**src/rtl/ram_arbiter.sv**
```systemverilog
// ram_arbiter: two-requester round-robin arbiter and sequencer for a single
// RAM port. One request is latched, driven to the RAM until ram_ready or a
// timeout, then reported with a one-cycle doneN pulse.
//
// Handshake: a requester raises reqN with we/addr/wdata and holds it until
// doneN. The request is taken on the IDLE edge where it is granted, and the
// fields are latched at that moment. Later changes to reqN or its fields are
// ignored until the access finishes. On the RAM side, ram_re/ram_we is held
// high until the first edge where ram_ready=1 is seen, or until the timeout
// expires. ram_rdata is only used on the edge where ram_ready=1.
module ram_arbiter #(
    parameter int ADDR_W  = 16,
    parameter int DATA_W  = 16,
    parameter int TIMEOUT = 255
) (
    input  logic              clk,
    input  logic              rst,
    input  logic              req0,
    input  logic              we0,
    input  logic [ADDR_W-1:0] addr0,
    input  logic [DATA_W-1:0] wdata0,
    input  logic              req1,
    input  logic              we1,
    input  logic [ADDR_W-1:0] addr1,
    input  logic [DATA_W-1:0] wdata1,
    output logic              gnt0,
    output logic              gnt1,
    output logic              done0,
    output logic              done1,
    output logic [DATA_W-1:0] rdata,
    output logic              timeout_err,
    output logic [ADDR_W-1:0] ram_addr,
    output logic [DATA_W-1:0] ram_wdata,
    output logic              ram_re,
    output logic              ram_we,
    input  logic              ram_ready,
    input  logic [DATA_W-1:0] ram_rdata,
    output logic              busy
);

    typedef enum logic [1:0] {
        IDLE   = 2'd0,
        ACCESS = 2'd1,
        DONE   = 2'd2
    } state_t;

    // Last counter value before the access is abandoned.
    localparam logic [7:0] CNT_LAST = 8'(TIMEOUT - 1);

    state_t            state;
    state_t            state_next;
    logic              owner;     // requester that holds the RAM
    logic              prio;      // requester favoured on a tie
    logic              we_q;
    logic [ADDR_W-1:0] addr_q;
    logic [DATA_W-1:0] wdata_q;
    logic [7:0]        cnt;
    logic [DATA_W-1:0] rdata_q;
    logic              tmo_q;
    logic              any_req;
    logic              grant_sel;
    logic              tmo_hit;

    assign any_req = req0 | req1;
    // ram_ready has priority: timing out happens only on a cycle without it.
    assign tmo_hit = ~ram_ready && (cnt == CNT_LAST);

    // Pick the requester to grant: the only one asking, or prio on a tie.
    always_comb begin
        grant_sel = 1'b0;
        if (req0 && req1) begin
            grant_sel = prio;
        end else if (req1) begin
            grant_sel = 1'b1;
        end
    end

    // State register.
    always_ff @(posedge clk or posedge rst) begin
        if (rst) begin
            state <= IDLE;
        end else begin
            state <= state_next;
        end
    end

    // Next-state logic: IDLE -> ACCESS on any request, ACCESS -> DONE on
    // ready or timeout, DONE lasts exactly one cycle.
    always_comb begin
        state_next = state;
        case (state)
            IDLE:    if (any_req) state_next = ACCESS;
            ACCESS:  if (ram_ready || tmo_hit) state_next = DONE;
            DONE:    state_next = IDLE;
            default: state_next = IDLE;
        endcase
    end

    // Datapath: latch the winning request, count wait cycles, and capture
    // the result and error flag. The tie priority moves on once per access.
    always_ff @(posedge clk or posedge rst) begin
        if (rst) begin
            owner   <= 1'b0;
            prio    <= 1'b0;
            we_q    <= 1'b0;
            addr_q  <= '0;
            wdata_q <= '0;
            cnt     <= '0;
            rdata_q <= '0;
            tmo_q   <= 1'b0;
        end else begin
            case (state)
                IDLE: begin
                    if (any_req) begin
                        owner   <= grant_sel;
                        we_q    <= grant_sel ? we1 : we0;
                        addr_q  <= grant_sel ? addr1 : addr0;
                        wdata_q <= grant_sel ? wdata1 : wdata0;
                        cnt     <= '0;
                    end
                end
                ACCESS: begin
                    if (ram_ready) begin
                        if (!we_q) rdata_q <= ram_rdata;
                        tmo_q <= 1'b0;
                    end else if (tmo_hit) begin
                        rdata_q <= '0;
                        tmo_q   <= 1'b1;
                    end else begin
                        cnt <= cnt + 8'd1;
                    end
                end
                DONE: begin
                    prio  <= ~owner;
                    tmo_q <= 1'b0;
                end
                default: ;
            endcase
        end
    end

    // Outputs are decoded only from registers, so they are free of input
    // paths and drop as soon as reset clears the state.
    assign busy        = (state != IDLE);
    assign gnt0        = busy && !owner;
    assign gnt1        = busy && owner;
    assign done0       = (state == DONE) && !owner;
    assign done1       = (state == DONE) && owner;
    assign ram_re      = (state == ACCESS) && !we_q;
    assign ram_we      = (state == ACCESS) && we_q;
    assign ram_addr    = (state == ACCESS) ? addr_q : '0;
    assign ram_wdata   = (state == ACCESS) ? wdata_q : '0;
    assign rdata       = rdata_q;
    assign timeout_err = tmo_q;

endmodule

```
**config.mk**
```make
export PLATFORM = sky130hd
export DESIGN_NAME = ram_arbiter
export DESIGN_NICKNAME = d
export VERILOG_FILES = /design/src/rtl/ram_arbiter.sv
export SDC_FILE = /design/constraint.sdc
export NUM_CORES = 1
export LEC_CHECK = 0
export CAP_MARGIN = 10
export CORE_MARGIN = 10
export CORE_UTILIZATION = 40
export CTS_BUF_LIST = sky130_fd_sc_hd__clkbuf_8 sky130_fd_sc_hd__clkbuf_16
export DETAILED_ROUTE_END_ITERATION = 10
export PLACE_DENSITY = 0.74
export SLEW_MARGIN = 20
export SYNTH_ARGS = -nofsm -noshare
export SYNTH_HDL_FRONTEND = slang
export SYNTH_SLANG_ARGS = --single-unit
export TNS_END_PERCENT = 5
```
**constraint.sdc**
```tcl
create_clock -name clk -period 2.5 [get_ports clk]
set_input_delay 0.5 -clock clk [delete_from_list [all_inputs] [get_ports clk]]
set_output_delay 0.5 -clock clk [all_outputs]
set_load 0.1 [all_outputs]
```
==> out/qor_table.md, run 1 <==
| Parameter | Value | Unit |
| --- | --- | --- |
| DIE HEIGHT | 108 | um |
| Diodes inserted | 0 | - |
| Last weighted congestion value of the routability-driven placer | 0.828 | - |
| Series of cell instances along the critical path | inv_1, nor2_2, buf_12, and2_1, buf_12 | - |
| Critical Path Max Stage Delay | 0.44 | ns |
| Count of buffers from port buffering | 142 | - |
| Vias after detailed routing | 2702 | - |
| Initial antenna violation count | 0 | - |
| Cells after Synth | 298 | - |
| Row Count | 31 | - |
| Insertion delay to the later sink of the worst-skew pair | 0.34 | ns |
| Worst-case setup slack after placement | 0.424 | ns |
| Crit path to | ram_addr[6] | - |
| Area occupied by multi-input gates | 1420 | um^2 |
| Post-CTS setup buffer count | 0 | - |
| Total global routing overflow | 0 | - |
| Clock tree from TritonCTS | done | - |
| Post-synthesis to final-layout area growth | 68.2 | % |
| Worst max-slew margin expressed relative to the limit | 56.9 | % |
| Mean instance size in the synthesized netlist | 10.3 | um^2 |
| Number of clock buffers inserted by TritonCTS | 9 | - |
| Crit Path Class | flop to output pin | - |
| Post-synthesis cell type count | 35 | - |
| Depth of the most critical reg-to-reg path | 6 | - |
| Final HPWL from detailed placement | 7.01 | mm |
| Placed cell area | 4930 | um^2 |
| Final number of hold-violating endpoints | 0 | - |
| Routed wire length | 8.94 | mm |
| Fill cell count | 536 | - |
| Nets in the synthesized netlist | 387 | - |
| Kind of end point of the critical path | output pin | - |
| Minimum clock period after layout | 2.15 | ns |
| Fraction of post-synthesis cell area in the top cell type by area | 50.5 | % |
| Setup violation total in the final timing report | 0 | - |
| Cell Count, Final, Fillers Out | 545 | - |
| Clock skew | 0.0106 | ns |
| Via density | 4.96 | - |
| Overall die area | 11600 | um^2 |
| Routed Antenna Nets | 0 | - |
| Total number of nets in the final design | 530 | - |
| Synth Warn # | 0 | - |
| Worst setup slack after layout | 0.348 | ns |
| Floorplan core area | 7370 | um^2 |
| Most frequent cell on the critical path | sky130_fd_sc_hd__buf_12 | - |
| Peak fanout along the critical path | 40 | - |
| Synth top area cells | sky130_fd_sc_hd__dfrtp_1, sky130_fd_sc_hd__mux2i_1, sky130_fd_sc_hd__and2_1 | - |
| Die Span X | 108 | um |
| Setup slack of the worst register-to-register path | 0.61 | ns |
| Effective utilization at floorplan | 41.7 | % |
| Max Clk Rate | 465 | MHz |
| Signal arrival time at the worst endpoint | 1.65 | ns |
| Hold_buf cts | 0 | - |
| Cell chosen for the clock root | sky130_fd_sc_hd__clkbuf_8 | - |
| Class of the tightest hold or removal check | flop to flop | - |
| Count of pins over their slew limit | 0 | - |
| Top cell type by total area after synthesis | sky130_fd_sc_hd__dfrtp_1 | - |
| Vias in the first global route | 2749 | - |
| Sequential cell area | 1550 | um^2 |
| GRT Overall Usage | 15.2 | % |
| Reg-to-reg startpoint | cnt[0] | - |
| Clock slew at the register clock pins of the worst setup and hold paths | 0.07 | ns |
| Worst setup startpoint | state[0] | - |
| First-pass GRT wire length | 14.0 | mm |
| Setup repair after global routing missed its margin | no | - |
| Number of remaining DRC errors | 0 | - |
| Number of top-level design ports | 143 | - |
| Share of layout cells above drive strength 1 | 21.1 | % |
| Element type at the critical path start | flop | - |
| Capture instance of the worst register-to-register path | rdata[5] | - |
| Clock tree sinks | 62 | - |
| H-tree depth reported by CTS | 3 | - |
| Detailed-route wire length per cell | 16.4 | um |
| Share of the clock period used by the worst path | 86.1 | % |
| Non-Filler Cell Area, Final | 5170 | um^2 |
| Final TNS setup | 0 | ns |
| Number of instances in the placed design | 529 | - |
| Required time of the worst setup path | 2.00 | ns |
| Portion of the post-synthesis area used by sequential elements | 50.5 | % |
| Post-Syn Area | 3070 | um^2 |
| Slowest stage cell on the critical path | sky130_fd_sc_hd__dfrtp_1 | - |
| Number of violations of the max-capacitance limit | 0 | - |
| Initial DRT Pass Iterations | 4 | - |
| Number of instances resized during post-cts repair | 0 | - |
| Max Buffers Root-to-Sink | 2 | - |
| Maximum number of pins on one net before global-route repair | 63 | - |
| Status | completed | - |
| Actual transition at the worst max-transition pin | 0.646 | ns |
| 1st-iter DRT viols | 78 | - |
| Number of synthesized register bits | 62 | - |
[cell type report]
type	instances	share of cell area (%)
Tap cell	99	2.40
Multi-Input combinational cell	209	27.5
Timing Repair Buffer	150	34.9
Clock buffer	11	2.93
Inverter	9	0.654
Sequential cell	62	30.0
Clock inverter	5	1.57
[critical path, delay by kind of cell, from the launching register on]
kind / cells / cell delay [ns]
flops: 1 / 0.44
buf+inv: 3 / 0.50
simple gates: 2 / 0.34
[state kept, by name, indices dropped and copies added (netlist names)]
register	count
we_q	1
rdata	16
owner	1
addr_q	16
state	2
cnt	8
prio	1
wdata_q	16
timeout_err	1
[Yosys cell counts (all sizes together)]
cell type	instances
ha	2
a31oi	5
o41a	1
mux2	1
mux2i	33
and3	1
and2	35
buf	12
a22o	16
inv	9
dfrtp	62
o22ai	1
nand3	5
or2b	1
nor4	2
or3b	1
clkbuf	6
nor2	11
o21ba	1
a21oi	4
nor2b	2
nand2	38
nand4	1
o21a	2
a41oi	3
and2b	1
o21ai	41
nor3	1
[layout by cell type, fill, tap and decap left out, types with 2 or more instances in the layout]
cell	Yosys	final
sky130_fd_sc_hd__a22o_1	16	16
sky130_fd_sc_hd__and2_1	35	35
sky130_fd_sc_hd__mux2i_1	33	33
sky130_fd_sc_hd__o21ai_0	39	38
sky130_fd_sc_hd__nand3_1	5	5
sky130_fd_sc_hd__bufinv_16	0	2
sky130_fd_sc_hd__a21oi_1	3	3
sky130_fd_sc_hd__clkbuf_8	0	11
sky130_fd_sc_hd__nor2_1	11	10
sky130_fd_sc_hd__nor2b_1	2	2
sky130_fd_sc_hd__clkdlybuf4s50_1	0	86
sky130_fd_sc_hd__a41oi_1	3	3
sky130_fd_sc_hd__buf_12	0	37
sky130_fd_sc_hd__o21a_1	2	2
sky130_fd_sc_hd__dfrtp_1	62	62
sky130_fd_sc_hd__nand2_1	38	38
sky130_fd_sc_hd__buf_4	3	27
sky130_fd_sc_hd__inv_1	9	8
sky130_fd_sc_hd__o21ai_4	0	2
sky130_fd_sc_hd__ha_1	2	2
sky130_fd_sc_hd__a31oi_1	4	4
[per-stage QoR]
step / hold slack [ns] / utilization (%)
floorplan: 0.442 / -
global placement: 0.453 / 67.0
detailed placement: 0.462 / 67.0
CTS: 0.477 / 70.1
global route: 0.493 / 70.1
finish: 0.472 / 70.1
[logic make-up after synthesis]
logic type | after synthesis | synth area share [%]
DFF | 62 | 50.5
muxes | 34 | 11.2
buffers and inverters | 27 | 4.07
AOI/OAI and AO/OA | 74 | 16.0
adders and majority gates | 2 | 0.814
and+or+nand+nor | 99 | 17.3
[routing by layer]
| layer | track usage [%] | vias up | part of all wire [%] |
|---|---|---|---|
| li1 | - | 1321 | - |
| met1 | 16.2 | 1268 | 39 |
| met2 | 25.3 | 101 | 48 |
| met3 | 8.44 | 12 | 11 |
| met4 | 4.48 | 0 | 1.4 |
| met5 | 0 | - | 0 |
[worst min-delay path by stage]
| stage | startpoint | endpoint | slack (ns) | cells past startpoint |
|---|---|---|---|---|
| after global placement | addr_q[3] | addr_q[3] | 0.45 | 2 |
| after CTS | addr_q[10] | addr_q[10] | 0.48 | 2 |
| after floorplan | addr_q[0] | addr_q[0] | 0.44 | 2 |
| after detailed placement | addr_q[10] | addr_q[10] | 0.46 | 2 |
| final | addr_q[10] | addr_q[10] | 0.47 | 2 |
| after global routing | addr_q[10] | addr_q[10] | 0.49 | 2 |
Power of run 1 is left out: the tool's default activity adds up to more than one toggle a clock period on the data nets, which glitch-free logic cannot reach.
==> run 2: changes to the inputs <==
Settings changed: CORE_UTILIZATION 40 to 41, PLACE_DENSITY 0.74 to 0.76.
==> out/qor_table.md, run 2 (same netlist as run 1, synthesis figures left out) <==
| Parameter | Value | Unit | Delta |
| --- | --- | --- | --- |
| Status | completed | - |  |
| Max Clk Rate | 441 | MHz | -5.2% |
| Actual transition at the worst max-transition pin | 0.685 | ns | +0.0393 ns |
| Final HPWL from detailed placement | 7.30 | mm | +4.1% |
| Routed wire length | 9.49 | mm | +6.2% |
| Overall die area | 11400 | um^2 | -2.0% |
| Final TNS setup | 0 | ns | unchanged |
| Die Span X | 107 | um | -1.0% |
| Element type at the critical path start | flop | - |  |
| Number of clock buffers inserted by TritonCTS | 9 | - | unchanged |
| Count of buffers from port buffering | 142 | - | unchanged |
| Crit Path Class | flop to output pin | - |  |
| Initial DRT Pass Iterations | 4 | - | unchanged |
| Clock slew at the register clock pins of the worst setup and hold paths | 0.07 | ns | about the same |
| Share of layout cells above drive strength 1 | 21.1 | % | unchanged |
| Required time of the worst setup path | 2.00 | ns | about the same |
| Maximum number of pins on one net before global-route repair | 67 | - | +6.3% |
| Capture instance of the worst register-to-register path | rdata[8] | - |  |
| Row Count | 31 | - | unchanged |
| Max Buffers Root-to-Sink | 2 | - | unchanged |
| Crit path to | ram_wdata[12] | - |  |
| Clock tree from TritonCTS | done | - |  |
| Post-synthesis to final-layout area growth | 67.4 | % |  |
| Leading cell types in the layout, fill and taps excluded | sky130_fd_sc_hd__clkdlybuf4s50_1, sky130_fd_sc_hd__dfrtp_1, sky130_fd_sc_hd__nand2_1, sky130_fd_sc_hd__o21ai_0, sky130_fd_sc_hd__buf_12 | - |  |
| Critical Path Max Stage Delay | 0.44 | ns | about the same |
| Count of pins over their slew limit | 0 | - | unchanged |
| Total number of nets in the final design | 530 | - | unchanged |
| Final number of hold-violating endpoints | 0 | - | unchanged |
| DIE HEIGHT | 107 | um | -1.0% |
| Reg-to-reg startpoint | cnt[0] | - |  |
| Signal arrival time at the worst endpoint | 1.77 | ns | +0.12 ns |
| Initial antenna violation count | 0 | - | unchanged |
| Floorplan core area | 7250 | um^2 | -1.6% |
| Share of the clock period used by the worst path | 90.8 | % | +4.7 points |
| Series of cell instances along the critical path | inv_1, nor2_2, buf_4, and2_1, buf_12 | - |  |
| Setup repair after global routing missed its margin | no | - |  |
| Number of instances resized during post-cts repair | 0 | - | unchanged |
| Most common cell after layout, fill and taps aside | sky130_fd_sc_hd__clkdlybuf4s50_1 | - |  |
| Post-CTS setup buffer count | 0 | - | unchanged |
| Detailed-route wire length per cell | 17.4 | um | +6.2% |
| Diodes inserted | 0 | - | unchanged |
| GRT Overall Usage | 16.7 | % | +1.5 points |
| Minimum clock period after layout | 2.27 | ns | +0.118 ns |
| Hold_buf cts | 0 | - | unchanged |
| Last weighted congestion value of the routability-driven placer | 0.791 | - | -4.5% |
| 1st-iter DRT viols | 71 | - | -9.0% |
| Utilization after layout | 70.9 | % | +0.80 points |
| Vias after detailed routing | 2737 | - | +1.3% |
| Depth of the most critical reg-to-reg path | 6 | - | unchanged |
| Worst setup startpoint | state[0] | - |  |
| Setup slack of the worst register-to-register path | 0.56 | ns | -0.05 ns |
| H-tree depth reported by CTS | 3 | - | unchanged |
| Setup violation total in the final timing report | 0 | - | unchanged |
| Class of the tightest hold or removal check | flop to flop | - |  |
| Number of violations of the max-capacitance limit | 0 | - | unchanged |
| Slowest stage cell on the critical path | sky130_fd_sc_hd__dfrtp_1 | - |  |
| Vias in the first global route | 2888 | - | +5.1% |
| Total global routing overflow | 0 | - | unchanged |
| Number of remaining DRC errors | 0 | - | unchanged |
| Worst max-slew margin expressed relative to the limit | 54.3 | % | -2.6 points |
| Number of top-level design ports | 143 | - | unchanged |
| Insertion delay to the later sink of the worst-skew pair | 0.34 | ns | about the same |
| Effective utilization at floorplan | 42.4 | % | +0.67 points |
| Peak fanout along the critical path | 40 | - | unchanged |
| Routed Antenna Nets | 0 | - | unchanged |
| Clock tree sinks | 62 | - | unchanged |
| Clock skew | 0.00805 | ns | -0.00259 ns |
| First-pass GRT wire length | 15.3 | mm | +9.2% |
| Cell chosen for the clock root | sky130_fd_sc_hd__clkbuf_8 | - |  |
| Via density | 5.02 | - | +1.3% |
| Kind of end point of the critical path | output pin | - |  |
## run 2: final cells by class
type / instances / area, um^2
Timing Repair Buffer: 150 / 1790
Sequential cell: 62 / 1550
Inverter: 9 / 33.8
Clock buffer: 9 / 124
Multi-Input combinational cell: 209 / 1420
Clock inverter: 7 / 97.6
Tap cell: 99 / 124
Fill cell: 538 / 2110
## run 2: worst min-delay path by stage
stage               depth (start not counted)        from  slack [ns]          to
finish                                      2  addr_q[13]        0.47  addr_q[13]
detailed placement                          2  addr_q[13]        0.46  addr_q[13]
floorplan                                   2   addr_q[0]        0.44   addr_q[0]
CTS                                         2  addr_q[12]        0.48  addr_q[12]
global placement                            2  addr_q[13]        0.45  addr_q[13]
global route                                2  addr_q[12]        0.50  addr_q[12]
## run 2: critical path: cells and delay by family (launching register included)
kind | cells | cell delay, ns
buffers and inverters | 3 | 0.65
flip-flops | 1 | 0.44
AND/OR/NAND/NOR | 2 | 0.33
## run 2: stage by stage
| stage | cell area (um^2) | hold WS, ns | instances | setup WS [ns] |
|---|---|---|---|---|
| after global routing | 5140 | 0.503 | 545 | 0.112 |
| after global placement | 4920 | 0.452 | 529 | 0.476 |
| after CTS | 5140 | 0.478 | 545 | 0.235 |
| after floorplan | 3070 | 0.442 | 298 | 0.0526 |
| after detailed placement | 4920 | 0.462 | 529 | 0.397 |
| final | 5140 | 0.471 | 545 | 0.230 |
## run 2: per-layer routing
layer  vias up  track usage, %  wire length [um]
li1       1321               -                 -
met4         0            5.22               134
met2        98            28.0              4770
met3        11            7.49               916
met1      1307            18.6              3670
met5         -               0                 0
Power of run 2 is left out for the same reason.
==> run 3: changes to the inputs <==
Settings changed: CTS_CLUSTER_SIZE from default to 12, HOLD_SLACK_MARGIN from default to 0.03.
==> results of run 3 <==
No change in the layout: final DEF, timing and power equal those of run 2.
Power of run 3 is left out for the same reason.
